`config.mk`:
```
export PLATFORM = sky130hd
export DESIGN_NAME = airi5c_imm_arbiter
export DESIGN_NICKNAME = d
export VERILOG_FILES = /design/src/rtl/airi5c_imm_arbiter.sv
export SDC_FILE = /design/constraint.sdc
export NUM_CORES = 1
export LEC_CHECK = 0
export BUFFER_PORTS_ARGS = -buffer_cell sky130_fd_sc_hd__buf_2
export CAP_MARGIN = 10
export CORE_MARGIN = 2
export CORE_UTILIZATION = 49
export CTS_BUF_LIST = sky130_fd_sc_hd__clkbuf_4
export DETAILED_ROUTE_END_ITERATION = 6
export GPL_TIMING_DRIVEN = 0
export PLACE_DENSITY = 0.9
export SETUP_SLACK_MARGIN = 0.02
export SLEW_MARGIN = 20
export SYNTH_ARGS = -nofsm -noshare
export SYNTH_HDL_FRONTEND = slang
export SYNTH_SLANG_ARGS = --single-unit
```
`constraint.sdc`:
```
create_clock -name clk -period 4.3 [get_ports clk]
set_input_delay 0.43 -clock clk [delete_from_list [all_inputs] [get_ports clk]]
set_output_delay 0.43 -clock clk [all_outputs]
set_load 0.05 [all_outputs]
```
`src/rtl/airi5c_imm_arbiter.sv`:
```
// Two-port arbiter in front of a shared combinational immediate generator.
// Define AIRI5C_IMM_ARB_RR_EN for round-robin arbitration; default is fixed port-0 priority.
module airi5c_imm_arbiter #(
  parameter int unsigned XPR_LEN        = 32,
  parameter int unsigned IMM_TYPE_WIDTH = 2
) (
  input  logic                      clk,
  input  logic                      rst,
  input  logic                      req0_valid,
  output logic                      req0_ready,
  input  logic [XPR_LEN-1:0]        req0_inst,
  input  logic [IMM_TYPE_WIDTH-1:0] req0_imm_type,
  input  logic                      req1_valid,
  output logic                      req1_ready,
  input  logic [XPR_LEN-1:0]        req1_inst,
  input  logic [IMM_TYPE_WIDTH-1:0] req1_imm_type,
  output logic                      rsp0_valid,
  input  logic                      rsp0_ready,
  output logic                      rsp1_valid,
  input  logic                      rsp1_ready,
  output logic [XPR_LEN-1:0]        rsp_imm,
  output logic [XPR_LEN-1:0]        gen_inst,
  output logic [IMM_TYPE_WIDTH-1:0] gen_imm_type,
  input  logic [XPR_LEN-1:0]        gen_imm,
  output logic                      busy
);

  typedef enum logic [1:0] {IDLE, EVAL, RESP} state_t;

  state_t                      state, state_nxt;
  logic                        owner, owner_nxt;
  logic                        grant;
  logic                        rsp0_valid_nxt, rsp1_valid_nxt, busy_nxt;
  logic [XPR_LEN-1:0]          rsp_imm_nxt, gen_inst_nxt;
  logic [IMM_TYPE_WIDTH-1:0]   gen_imm_type_nxt;
`ifdef AIRI5C_IMM_ARB_RR_EN
  logic                        last_grant, last_grant_nxt;
`endif

  // Grant selection: a lone valid requester always wins; conflicts go by policy.
  always_comb begin
    grant = 1'b0;
`ifdef AIRI5C_IMM_ARB_RR_EN
    if (req1_valid && (!req0_valid || !last_grant)) grant = 1'b1;
`else
    if (req1_valid && !req0_valid) grant = 1'b1;
`endif
  end

  assign req0_ready = (state == IDLE) && !grant;
  assign req1_ready = (state == IDLE) &&  grant;

  // Next-state and registered-output logic.
  always_comb begin
    state_nxt        = state;
    owner_nxt        = owner;
    rsp0_valid_nxt   = rsp0_valid;
    rsp1_valid_nxt   = rsp1_valid;
    rsp_imm_nxt      = rsp_imm;
    gen_inst_nxt     = gen_inst;
    gen_imm_type_nxt = gen_imm_type;
`ifdef AIRI5C_IMM_ARB_RR_EN
    last_grant_nxt   = last_grant;
`endif
    case (state)
      IDLE: begin
        if (req0_valid && req0_ready) begin
          gen_inst_nxt     = req0_inst;
          gen_imm_type_nxt = req0_imm_type;
          owner_nxt        = 1'b0;
          state_nxt        = EVAL;
`ifdef AIRI5C_IMM_ARB_RR_EN
          last_grant_nxt   = 1'b0;
`endif
        end else if (req1_valid && req1_ready) begin
          gen_inst_nxt     = req1_inst;
          gen_imm_type_nxt = req1_imm_type;
          owner_nxt        = 1'b1;
          state_nxt        = EVAL;
`ifdef AIRI5C_IMM_ARB_RR_EN
          last_grant_nxt   = 1'b1;
`endif
        end
      end
      EVAL: begin
        rsp_imm_nxt    = gen_imm;
        rsp0_valid_nxt = !owner;
        rsp1_valid_nxt = owner;
        state_nxt      = RESP;
      end
      RESP: begin
        if (owner ? rsp1_ready : rsp0_ready) begin
          rsp0_valid_nxt = 1'b0;
          rsp1_valid_nxt = 1'b0;
          state_nxt      = IDLE;
        end
      end
      default: begin
        rsp0_valid_nxt = 1'b0;
        rsp1_valid_nxt = 1'b0;
        state_nxt      = IDLE;
      end
    endcase
    busy_nxt = (state_nxt != IDLE);
  end

  always_ff @(posedge clk or posedge rst) begin
    if (rst) begin
      state        <= IDLE;
      owner        <= 1'b0;
      rsp0_valid   <= 1'b0;
      rsp1_valid   <= 1'b0;
      busy         <= 1'b0;
      rsp_imm      <= '0;
      gen_inst     <= '0;
      gen_imm_type <= '0;
`ifdef AIRI5C_IMM_ARB_RR_EN
      last_grant   <= 1'b1;
`endif
    end else begin
      state        <= state_nxt;
      owner        <= owner_nxt;
      rsp0_valid   <= rsp0_valid_nxt;
      rsp1_valid   <= rsp1_valid_nxt;
      busy         <= busy_nxt;
      rsp_imm      <= rsp_imm_nxt;
      gen_inst     <= gen_inst_nxt;
      gen_imm_type <= gen_imm_type_nxt;
`ifdef AIRI5C_IMM_ARB_RR_EN
      last_grant   <= last_grant_nxt;
`endif
    end
  end

endmodule

```
==> load_flow_metrics.sql, run 1 <==
INSERT INTO impl_metrics (metric_group, metric, value, unit) VALUES
('timing', 'report.final.slew_viol_count', '0', ''),
('route', 'wl_per_cell', '14.87', 'um'),
('global_routing', 'first_global_vias', '2952', ''),
('min_path', 'class_of_the_worst_hold_path', 'primary input to asynchronous set/reset pin', ''),
('global_routing', 'grt_max_degree', '40', ''),
('global_routing', 'grt.total_usage', '0.2482', ''),
('yosys', 'synthDominantCellAreaShare', '0.5851', ''),
('yosys', 'seq_area_frac_synth', '0.5851', ''),
('timing', 'fin_tns_setup', '0', 'ps'),
('yosys', 'number_of_enable_type_register_cells_in_the_synthesized_netlist', '0', ''),
('timing', 'setup_slack_of_the_critical_path_after_layout', '2017', 'ps'),
('layout', 'finalCoreUtilization', '0.7061', ''),
('timing', 'fmaxAchievable', '438.1', 'MHz'),
('yosys', 'yosysUniqueCellTypes', '23', ''),
('clocking', 'path_clk_slew', '120', 'ps'),
('setup_path', 'slowest_delay', '370', 'ps'),
('timing', 'finClkSkew', '12.68', 'ps'),
('global_routing', 'grt_antenna_before_repair', '0', ''),
('timing', 'slew-limit-headroom', '0.6247', ''),
('timing', 'final_count_of_negative_setup_slack_endpoints', '0', ''),
('timing', 'finalCritPeriodShare', '0.5308', ''),
('layout', 'antenna-diode-count', '0', ''),
('clocking', 'clock_latency', '410', 'ps'),
('pwr', 'report.power.total', '4052', 'uW'),
('timing', 'worstMarginPinSlew', '559.5', 'ps'),
('clocking', 'cts.repair.resized', '0', ''),
('timing', 'finalWorstPathRequiredPeriod', '2283', 'ps'),
('setup_path', 'slowest_stage', 'dfrtp_1', ''),
('setup_path', 'cpLargestDelayFamily', 'buffers and inverters', ''),
('setup_path', 'critPathBufInv', '4', ''),
('layout', 'layout_common_cells', 'buf_2, nand2_1, dfrtp_1', ''),
('pwr', 'powerDensity', '957.7', 'mW/mm^2'),
('yosys', 'synthesis.area_per_instance', '10.58', 'sq um'),
('job', 'drv.max_cap_violation_count', '0', ''),
('clocking', 'clock_tree.htree_level_count', '3', ''),
('setup_path', 'r2r.worst_path.cells', '5', ''),
('clocking', 'number_of_buffers_added_by_the_clock_tree_synthesis_step', '9', ''),
('clocking', 'postCtsSetupBuffers', '0', ''),
('layout', 'layout-area-overhead-vs-synth', '37.38', '%'),
('die', 'boundaryPins', '177', ''),
('clocking', 'cts_tree', 'yes', ''),
('setup_path', 'required_time_of_the_worst_setup_path', '3870', 'ps'),
('setup_path', 'timing.critical_path.cells', 'buf_4, or2_1, buf_6, buf_6, nor2_1, buf_2', ''),
('layout', 'finish.net_count', '584', ''),
('setup_path', 'data_arrival_critical_path', '1850', 'ps'),
('global_routing', 'grt_pass1_wl', '13790', 'um'),
('die', 'rows', '28', ''),
('yosys', 'asyncSetResetFlopFracSynth', '1.000', ''),
('clocking', 'clock_sinks', '72', ''),
('outcome', 'outcome', 'complete, no violations', ''),
('setup_path', 'timing.critical_path.depth', '6', ''),
('timing', 'grt_setup_unrepaired', 'no', ''),
('setup_path', 'cell_occurring_most_often_along_the_worst_timing_path', 'buf_6', ''),
('die', 'dieHeight', '83.27', 'um'),
('yosys', 'number_of_flip_flops_and_latches_in_the_synthesized_netlist', '72', ''),
('yosys', 'synth_ff_type', 'dfrtp_1', ''),
('setup_path', 'critPathCaptureType', 'primary output', ''),
('route', 'first_pass_iters', '4', ''),
('route', 'detail-route-antenna-nets', '0', ''),
('placed_design', 'dp_slack', '2429', 'ps'),
('route', 'drcViolationCount', '0', ''),
('route', 'detailroute.via_count', '2931', ''),
('yosys', 'syn_area', '0.003079', 'sq mm'),
('clocking', 'cts_buffer_depth', '2', ''),
('placed_design', 'port-buffer-count', '175', ''),
('timing', 'hold_viol_final', '0', ''),
('placed_design', 'gp_congestion', '0.8495', ''),
('route', 'drt-total-wl', '8299', 'um'),
('die', 'design.die.area', '0.006934', 'sq mm'),
('route', 'detail_route.vias_per_cell', '5.253', ''),
('die', 'initial_cell_density_of_the_core', '0.5140', '');
==> layer usage <==
metal	GRT usage	vias to the layer above	wire, um
met3	0.07356	14	722
met4	0.08495	0	118
met2	0.4179	139	4072
met5	0	-	0
met1	0.3055	1386	3386
li1	-	1392	-
==> power by group <==
part           leakage, uW  switching, uW  internal, uW  total, uW
combinational      0.00133           1770           614       2390
clock            0.0000800            237           239        477
sequential        0.000887            180          1010       1190
==> area by class of cell <==
type / count / area, sq um
Fill cell: 449 / 1760
Buffer: 25 / 171.4
Clock buffer: 10 / 75.07
Multi-Input combinational cell: 191 / 1095
Clock inverter: 6 / 83.83
Timing Repair Buffer: 176 / 895.9
Tap cell: 75 / 93.84
Sequential cell: 72 / 1802
Inverter: 3 / 13.76
==> registers in the layout (all words and copies together), names as in the netlist <==
signal,count
busy,1
gen_imm_type,2
gen_inst,32
owner,1
rsp0_valid,1
rsp1_valid,1
rsp_imm,32
state,2
==> final timing paths <==
path	to	startpoint
worst max register to register	gen_inst[27]	state[1]
max in group asynchronous	gen_imm_type[0]	rst
min in group clk	rsp_imm[0]	gen_imm[0]
worst min-delay path	rsp_imm[21]	rst
worst max-delay path	req0_ready	state[0]
worst min register to register	rsp_imm[14]	rsp_imm[14]
==> cells in the mapped netlist, types with 2 or more instances <==
master and count:
inv_1 3, a22oi_1 34, nor2_1 2, buf_6 5, a31oi_1 4, nor2b_1 7, mux2i_1 2, nand2_1 96
buf_4 6, buf_2 14, dfrtp_1 72, o2bb2ai_1 31, o21ai_1 5
==> logic make-up (layout without fill, tap and decap cells) <==
kind of cell	count (synthesis)	after routing	synth area share
mux	2	2	0.006502
buf+inv	28	220	0.05932
compound gates	79	79	0.2015
flops	72	72	0.5851
simple gates	110	110	0.1475
==> through the flow <==
step / std cells / hold WS, ps / area [sq um]
6_report: 558 / 14.92 / 4230
5_1_grt: 558 / 0.8762 / 4230
4_1_cts: 558 / 16.79 / 4230
3_5_place_dp: 542 / 457.1 / 4071
3_3_place_gp: 541 / 451.4 / 4049
2_1_floorplan: 291 / 526.2 / 3079
Power figures use the tool's default switching activity.
==> inputs of run 2 (changes only) <==
--- a/config.mk
+++ b/config.mk
@@ -8,11 +8,11 @@
 export BUFFER_PORTS_ARGS = -buffer_cell sky130_fd_sc_hd__buf_2
 export CAP_MARGIN = 10
 export CORE_MARGIN = 2
-export CORE_UTILIZATION = 49
+export CORE_UTILIZATION = 45
 export CTS_BUF_LIST = sky130_fd_sc_hd__clkbuf_4
 export DETAILED_ROUTE_END_ITERATION = 6
 export GPL_TIMING_DRIVEN = 0
-export PLACE_DENSITY = 0.9
+export PLACE_DENSITY = 0.84
 export SETUP_SLACK_MARGIN = 0.02
 export SLEW_MARGIN = 20
 export SYNTH_ARGS = -nofsm -noshare
==> constraint.sdc (replaced) <==
create_clock -name clk -period 2.2 [get_ports clk]
set_input_delay 0.22 -clock clk [delete_from_list [all_inputs] [get_ports clk]]
set_output_delay 0.22 -clock clk [all_outputs]
set_load 0.05 [all_outputs]
==> run 2 against run 1 <==
  * Clock power grew 72%
  * Flip-flop and latch count is the same
  * Register-to-register slack lost 2100 ps
  * Global-route usage shrank 0.65 points
  * Final cell count grew 6.6%
  * Non-clock buffer count grew 32
  * Via count grew 4.5%
  * Count of clock-buffer cells in the layout grew 1
  * Clock skew grew 6.2 ps
  * Die area grew 8.5%
==> load_flow_metrics.sql, run 2 (same netlist as run 1, synthesis figures left out) <==
INSERT INTO impl_metrics (metric_group, metric, value, unit) VALUES
('clocking', 'clock_latency', '390', 'ps'),
('pwr', 'combinationalPowerShare', '0.599', ''),
('route', 'wl_per_cell', '14.94', 'um'),
('timing', 'finalWorstPathRequiredPeriod', '2017', 'ps'),
('setup_path', 'critPathKind', 'flop to primary output', ''),
('clocking', 'clock_tree.htree_level_count', '3', ''),
('timing', 'worstMarginPinSlew', '488.2', 'ps'),
('clocking', 'clock_sinks', '72', ''),
('pwr', 'total_switching_power', '4280', 'uW'),
('layout', 'antenna-diode-count', '0', ''),
('route', 'first_pass_iters', '5', ''),
('layout', 'finish.net_count', '616', ''),
('pwr', 'report.power.total', '7856', 'uW'),
('placed_design', 'place_hpwl', '6170', 'um'),
('setup_path', 'worst_setup_path_start_kind', 'flop', ''),
('outcome', 'outcome', 'complete, no violations', ''),
('timing', 'slew-limit-headroom', '0.6726', ''),
('route', 'detailroute.via_count', '3063', ''),
('setup_path', 'critical_path_peak_fanout', '10', ''),
('die', 'initial_cell_density_of_the_core', '0.4583', ''),
('global_routing', 'grt_overflow', '0', ''),
('timing', 'report.final.slew_viol_count', '0', ''),
('setup_path', 'r2r.worst_path.cells', '5', ''),
('layout', 'layout_common_cells', 'buf_2, nand2_1, dfrtp_1', ''),
('min_path', 'hold_path_startpoint', 'gen_imm[15]', ''),
('clocking', 'number_of_buffers_added_by_the_clock_tree_synthesis_step', '9', ''),
('timing', 'fmaxAchievable', '495.9', 'MHz'),
('layout', 'largest_registers', 'gen_inst (32), rsp_imm (32)', ''),
('placed_design', 'placed_cells_incl_taps', '547', ''),
('layout', 'layout-drive-gt1-share', '0.4272', ''),
('global_routing', 'grt_pass1_wl', '14120', 'um'),
('setup_path', 'worst_setup_path_start', 'state[0]', ''),
('global_routing', 'grt_antenna_before_repair', '0', ''),
('timing', 'grt_setup_unrepaired', 'no', ''),
('clocking', 'path_clk_slew', '120', 'ps'),
('die', 'design.die.area', '0.007520', 'sq mm'),
('placed_design', 'gp_congestion', '0.7968', ''),
('pwr', 'max-vdd-ir-drop', '1290', 'uV'),
('placed_design', 'dp_slack', '617.8', 'ps'),
('setup_path', 'rr_startpoint', 'state[0]', ''),
('route', 'drt-total-wl', '8889', 'um'),
('global_routing', 'grt_max_degree', '39', ''),
('route', 'wl_met3', '771', 'um'),
('timing', 'final_count_of_negative_setup_slack_endpoints', '0', ''),
('route', 'wl_met2', '4360', 'um'),
('layout', 'finalNonFillerCells', '595', ''),
('die', 'boundaryPins', '177', ''),
('job', 'drv.max_cap_violation_count', '0', ''),
('placed_design', 'port-buffer-count', '175', ''),
('clocking', 'postCtsHoldBufs', '32', ''),
('pwr', 'internal_power', '3577', 'uW'),
('timing', 'hold_viol_final', '0', ''),
('route', 'drtIter0Drc', '154', ''),
('timing', 'finClkSkew', '18.89', 'ps'),
('clocking', 'cts.repair.resized', '0', ''),
('setup_path', 'required_time_of_the_worst_setup_path', '1980', 'ps'),
('die', 'fp.dieW', '86.72', 'um'),
('pwr', 'total_leakage_power', '0.002424', 'uW'),
('global_routing', 'grt.total_usage', '0.2417', ''),
('route', 'detail_route.vias_per_cell', '5.148', ''),
('min_path', 'holdPathStages', '3', ''),
('setup_path', 'data_arrival_critical_path', '1800', 'ps'),
('pwr', 'sw_frac_of_total', '0.5448', ''),
('route', 'drcViolationCount', '0', ''),
('min_path', 'class_of_the_worst_hold_path', 'primary input to flop', ''),
('route', 'detail-route-antenna-nets', '0', ''),
('layout', 'layout-area-overhead-vs-synth', '47.38', '%'),
('layout', 'commonest_non_fill_non_tap_cell_in_the_layout', 'buf_2', ''),
('timing', 'setup_slack_of_the_critical_path_after_layout', '183.4', 'ps'),
('global_routing', 'first_global_vias', '3077', ''),
('route', 'met1Wirelength', '3594', 'um'),
('clocking', 'postCtsSetupBuffers', '0', ''),
('pwr', 'power_frac_seq', '0.297', ''),
('pwr', 'power.clock.fraction', '0.105', ''),
('setup_path', 'critPathCaptureType', 'primary output', ''),
('clocking', 'clk_root_buffer_cell', 'clkbuf_4', ''),
('die', 'rows', '30', ''),
('clocking', 'cts_buffer_depth', '2', ''),
('die', 'design.core.area', '0.006719', 'sq mm'),
('pwr', 'powerDensity', '1731', 'mW/mm^2'),
('clocking', 'cts_tree', 'yes', ''),
('die', 'dieHeight', '86.72', 'um'),
('timing', 'finalCritPeriodShare', '0.9167', ''),
('route', 'highest-signal-layer', 'met4', ''),
('layout', 'final.fill_count', '513', '');
run 2: changes by cell type in the layout (fill, tap and decap cells not counted), sizes merged:
cell / before / now
clkbuf: 10 / 11
dlygate4sd3: 0 / 32
bufinv: 2 / 1
run 2: path summary, 6_finish.rpt:
| kind | to | slack (ps) |
|---|---|---|
| max | req0_ready | 180 |
| min | rsp_imm[15] | 40 |
| max reg2reg | gen_inst[30] | 830 |
| min reg2reg | rsp_imm[14] | 490 |
| max in group asynchronous | gen_inst[15] | 1240 |
| min in group asynchronous | rsp_imm[1] | 390 |
run 2: metrics by stage:
stage / hold slack [ps] / setup TNS [ps] / cell area, sq um / util
CTS: 13.27 / 0 / 4538 / 0.6754
finish: 41.63 / 0 / 4538 / 0.6754
global placement: 408.0 / -43800 / 4055 / 0.6035
global route: 7.397 / 0 / 4538 / 0.6754
detailed placement: 265.8 / 0 / 4078 / 0.6069
floorplan: 325.4 / 0 / 3079 / -
run 2: layout make-up:
type | count | area, sq um | share of cell area
plain buffers | 25 | 171.4 | 0.03777
clock buffers | 11 | 82.58 | 0.01820
clock inverters | 5 | 57.56 | 0.01268
inverters | 3 | 13.76 | 0.003033
multi-input cells | 191 | 1095 | 0.2412
flip-flops and latches | 72 | 1802 | 0.3970
well taps | 80 | 100.1 | 0.02206
repair buffers | 208 | 1216 | 0.2680
run 2: power groups by stage:
stage	Sequential, uW	Clock (uW)	Combinational [uW]
2_1_floorplan	4460	0	1400
3_3_place_gp	2320	0	4580
3_5_place_dp	2330	0	4660
4_1_cts	2320	845	4700
5_1_grt	2400	922	5000
6_report	2330	821	4700
run 2: worst max-delay path: stages, from the launching register on:
cell,delay (ps)
dfrtp_1,380
buf_4,170
or2_1,220
buf_6,140
buf_6,140
nor2_1,90
buf_2,260
run 2: layer usage:
metal / vias to the layer above / track usage
met5: - / 0
met4: 0 / 0.1023
met3: 15 / 0.06667
li1: 1458 / -
met2: 160 / 0.4049
met1: 1430 / 0.2937
==> inputs of run 3 (changes only) <==
--- a/config.mk
+++ b/config.mk
@@ -8,12 +8,12 @@
 export BUFFER_PORTS_ARGS = -buffer_cell sky130_fd_sc_hd__buf_2
 export CAP_MARGIN = 10
 export CORE_MARGIN = 2
-export CORE_UTILIZATION = 45
+export CORE_UTILIZATION = 49
 export CTS_BUF_LIST = sky130_fd_sc_hd__clkbuf_4
 export DETAILED_ROUTE_END_ITERATION = 6
 export GPL_TIMING_DRIVEN = 0
-export PLACE_DENSITY = 0.84
-export SETUP_SLACK_MARGIN = 0.02
+export PLACE_DENSITY = 0.9
+export SETUP_SLACK_MARGIN = 0.5
 export SLEW_MARGIN = 20
 export SYNTH_ARGS = -nofsm -noshare
 export SYNTH_HDL_FRONTEND = slang
==> constraint.sdc (replaced) <==
create_clock -name clk -period 2.6 [get_ports clk]
set_input_delay 0.26 -clock clk [delete_from_list [all_inputs] [get_ports clk]]
set_output_delay 0.26 -clock clk [all_outputs]
set_load 0.05 [all_outputs]
==> run 3 against run 2 <==
  * Clock skew down 4.9 ps
  * Critical path depth unchanged
  * Flip-flop and latch count unchanged
  * Register-to-register slack better by 380 ps
  * Final cell count down 5.5%
==> load_flow_metrics.sql, run 3 (same netlist as run 1, synthesis figures left out) <==
INSERT INTO impl_metrics (metric_group, metric, value, unit) VALUES
('timing', 'finalCritPeriodShare', '0.7638', ''),
('layout', 'final.fill_count', '434', ''),
('pwr', 'total_leakage_power', '0.002319', 'uW'),
('clocking', 'clock_tree.htree_level_count', '3', ''),
('route', 'detail-route-antenna-nets', '0', ''),
('global_routing', 'grt.busiest_layer', 'met2', ''),
('layout', 'finalCoreUtilization', '0.7151', ''),
('job', 'drv.max_cap_violation_count', '0', ''),
('pwr', 'powerDensity', '1573', 'mW/mm^2'),
('timing', 'finClkSkew', '13.99', 'ps'),
('layout', 'antenna-diode-count', '0', ''),
('global_routing', 'globalRouteMet3Util', '0.07356', ''),
('die', 'design.die.area', '0.006934', 'sq mm'),
('global_routing', 'grt.total_usage', '0.2501', ''),
('timing', 'setup_slack_of_the_critical_path_after_layout', '614.0', 'ps'),
('setup_path', 'critPathKind', 'flop to primary output', ''),
('timing', 'hold_viol_final', '0', ''),
('die', 'rows', '28', ''),
('global_routing', 'grt_overflow', '0', ''),
('layout', 'layout-drive-gt1-share', '0.4538', ''),
('global_routing', 'globalRouteMet1Util', '0.3088', ''),
('clocking', 'clock_sinks', '72', ''),
('die', 'boundaryPins', '177', ''),
('route', 'first_pass_iters', '4', ''),
('route', 'drtIter0Drc', '126', ''),
('timing', 'slew-limit-headroom', '0.6370', ''),
('route', 'detail_route.vias_per_cell', '5.297', ''),
('timing', 'report.final.slew_viol_count', '0', ''),
('global_routing', 'grt.met2_usage', '0.4194', ''),
('clocking', 'postCtsSetupBuffers', '0', ''),
('global_routing', 'grt_pass1_wl', '13890', 'um'),
('clocking', 'number_of_buffers_added_by_the_clock_tree_synthesis_step', '9', ''),
('layout', 'largest_registers', 'gen_inst (32), rsp_imm (32)', ''),
('timing', 'fmaxAchievable', '503.5', 'MHz'),
('clocking', 'cts_buffer_depth', '2', ''),
('route', 'wl_per_cell', '15.14', 'um'),
('placed_design', 'port-buffer-count', '175', ''),
('setup_path', 'critPathCaptureType', 'primary output', ''),
('clocking', 'cts_tree', 'yes', ''),
('placed_design', 'place_hpwl', '6408', 'um'),
('clocking', 'clock_latency', '420', 'ps'),
('global_routing', 'grt_max_degree', '40', ''),
('global_routing', 'grt_antenna_before_repair', '0', ''),
('placed_design', 'dp_slack', '928.8', 'ps'),
('setup_path', 'critical_path_peak_fanout', '10', ''),
('outcome', 'outcome', 'complete, no violations', ''),
('route', 'detailroute.via_count', '2977', ''),
('timing', 'finalWorstPathRequiredPeriod', '1986', 'ps'),
('global_routing', 'first_global_vias', '2963', ''),
('placed_design', 'gp_congestion', '0.8495', ''),
('timing', 'grt_setup_unrepaired', 'no', ''),
('layout', 'commonest_non_fill_non_tap_cell_in_the_layout', 'buf_2', ''),
('die', 'design.core.area', '0.005991', 'sq mm'),
('timing', 'final_count_of_negative_setup_slack_endpoints', '0', ''),
('layout', 'layout-area-overhead-vs-synth', '39.13', '%'),
('layout', 'finish.net_count', '588', ''),
('timing', 'worstMarginPinSlew', '541.2', 'ps'),
('route', 'drcViolationCount', '0', ''),
('min_path', 'class_of_the_worst_hold_path', 'primary input to flop', ''),
('die', 'fp.dieW', '83.27', 'um'),
('pwr', 'max-vdd-ir-drop', '980.6', 'uV'),
('layout', 'layout_common_cells', 'buf_2, nand2_1, dfrtp_1', ''),
('route', 'drt-total-wl', '8507', 'um'),
('clocking', 'clk_root_buffer_cell', 'clkbuf_4', ''),
('die', 'initial_cell_density_of_the_core', '0.5140', ''),
('setup_path', 'worst_setup_path_start_kind', 'flop', ''),
('setup_path', 'required_time_of_the_worst_setup_path', '2340', 'ps'),
('setup_path', 'data_arrival_critical_path', '1730', 'ps'),
('clocking', 'path_clk_slew', '120', 'ps'),
('die', 'dieHeight', '83.27', 'um');
## run 3: cell types whose count changed in the layout (fill, tap and decap cells not counted), sizes merged
cell	before	now
bufinv	1	2
dlygate4sd3	32	4
clkbuf	11	10
## run 3: report_power, final
part / leakage [uW] / internal [uW] / total, uW / switching, uW
sequential: 0.000887 / 1670 / 1970 / 301
combinational: 0.00135 / 1030 / 3980 / 2950
clock: 0.0000800 / 396 / 790 / 394
total: 0.00232 / 3100 / 6740 / 3640
## run 3: stage by stage
step	power [uW]	std cells	setup TNS (ps)	cell area (sq um)	hold WS, ps
after floorplan	4963	291	0	3079	365.4
after global placement	5834	541	-13780	4049	448.4
after detailed placement	5950	542	0	4071	298.8
after CTS	6739	559	0	4243	13.73
after global routing	7100	562	0	4284	-8.793
final	6739	562	0	4284	20.65
## run 3: final timing paths
kind | from | end | slack (ps) | cells after the start
worst max-delay path | state[1] | req0_ready | 610 | 6
worst min-delay path | gen_imm[0] | rsp_imm[0] | 20 | 3
worst max register to register | state[1] | gen_inst[27] | 1210 | 5
worst min register to register | rsp_imm[14] | rsp_imm[14] | 480 | 2
max in group asynchronous | rst | gen_inst[29] | 1620 | 4
min in group asynchronous | rst | rsp_imm[26] | 420 | 3
## run 3: layout make-up
type	instances	area, sq um	area share
Inverter	3	13.76	0.003213
Tap cell	75	93.84	0.02190
Clock buffer	10	75.07	0.01752
Multi-Input combinational cell	191	1102	0.2573
Clock inverter	6	83.83	0.01957
Buffer	25	171.4	0.04001
Timing Repair Buffer	180	942.2	0.2199
Sequential cell	72	1802	0.4206
## run 3: critical path: stages, from the launching register on
cell     delay (ps)
dfrtp_1         390
buf_6           140
or2_1           230
buf_6           140
buf_6           140
nor2_4          110
buf_6           160
## run 3: what timing repair did
item / CTS / global route
cloned: 0 / 0
endpoints found under the setup margin: 1 / 1
hold endpoints to repair: 33 / 3
hold buffers: 1 / 3
gates resized for setup: 1 / 3
## run 3: layer usage
metal | vias to the layer above | wire, um
li1 | 1398 | -
met4 | 0 | 150
met2 | 155 | 4162
met1 | 1406 | 3388
met5 | - | 0
met3 | 18 | 805
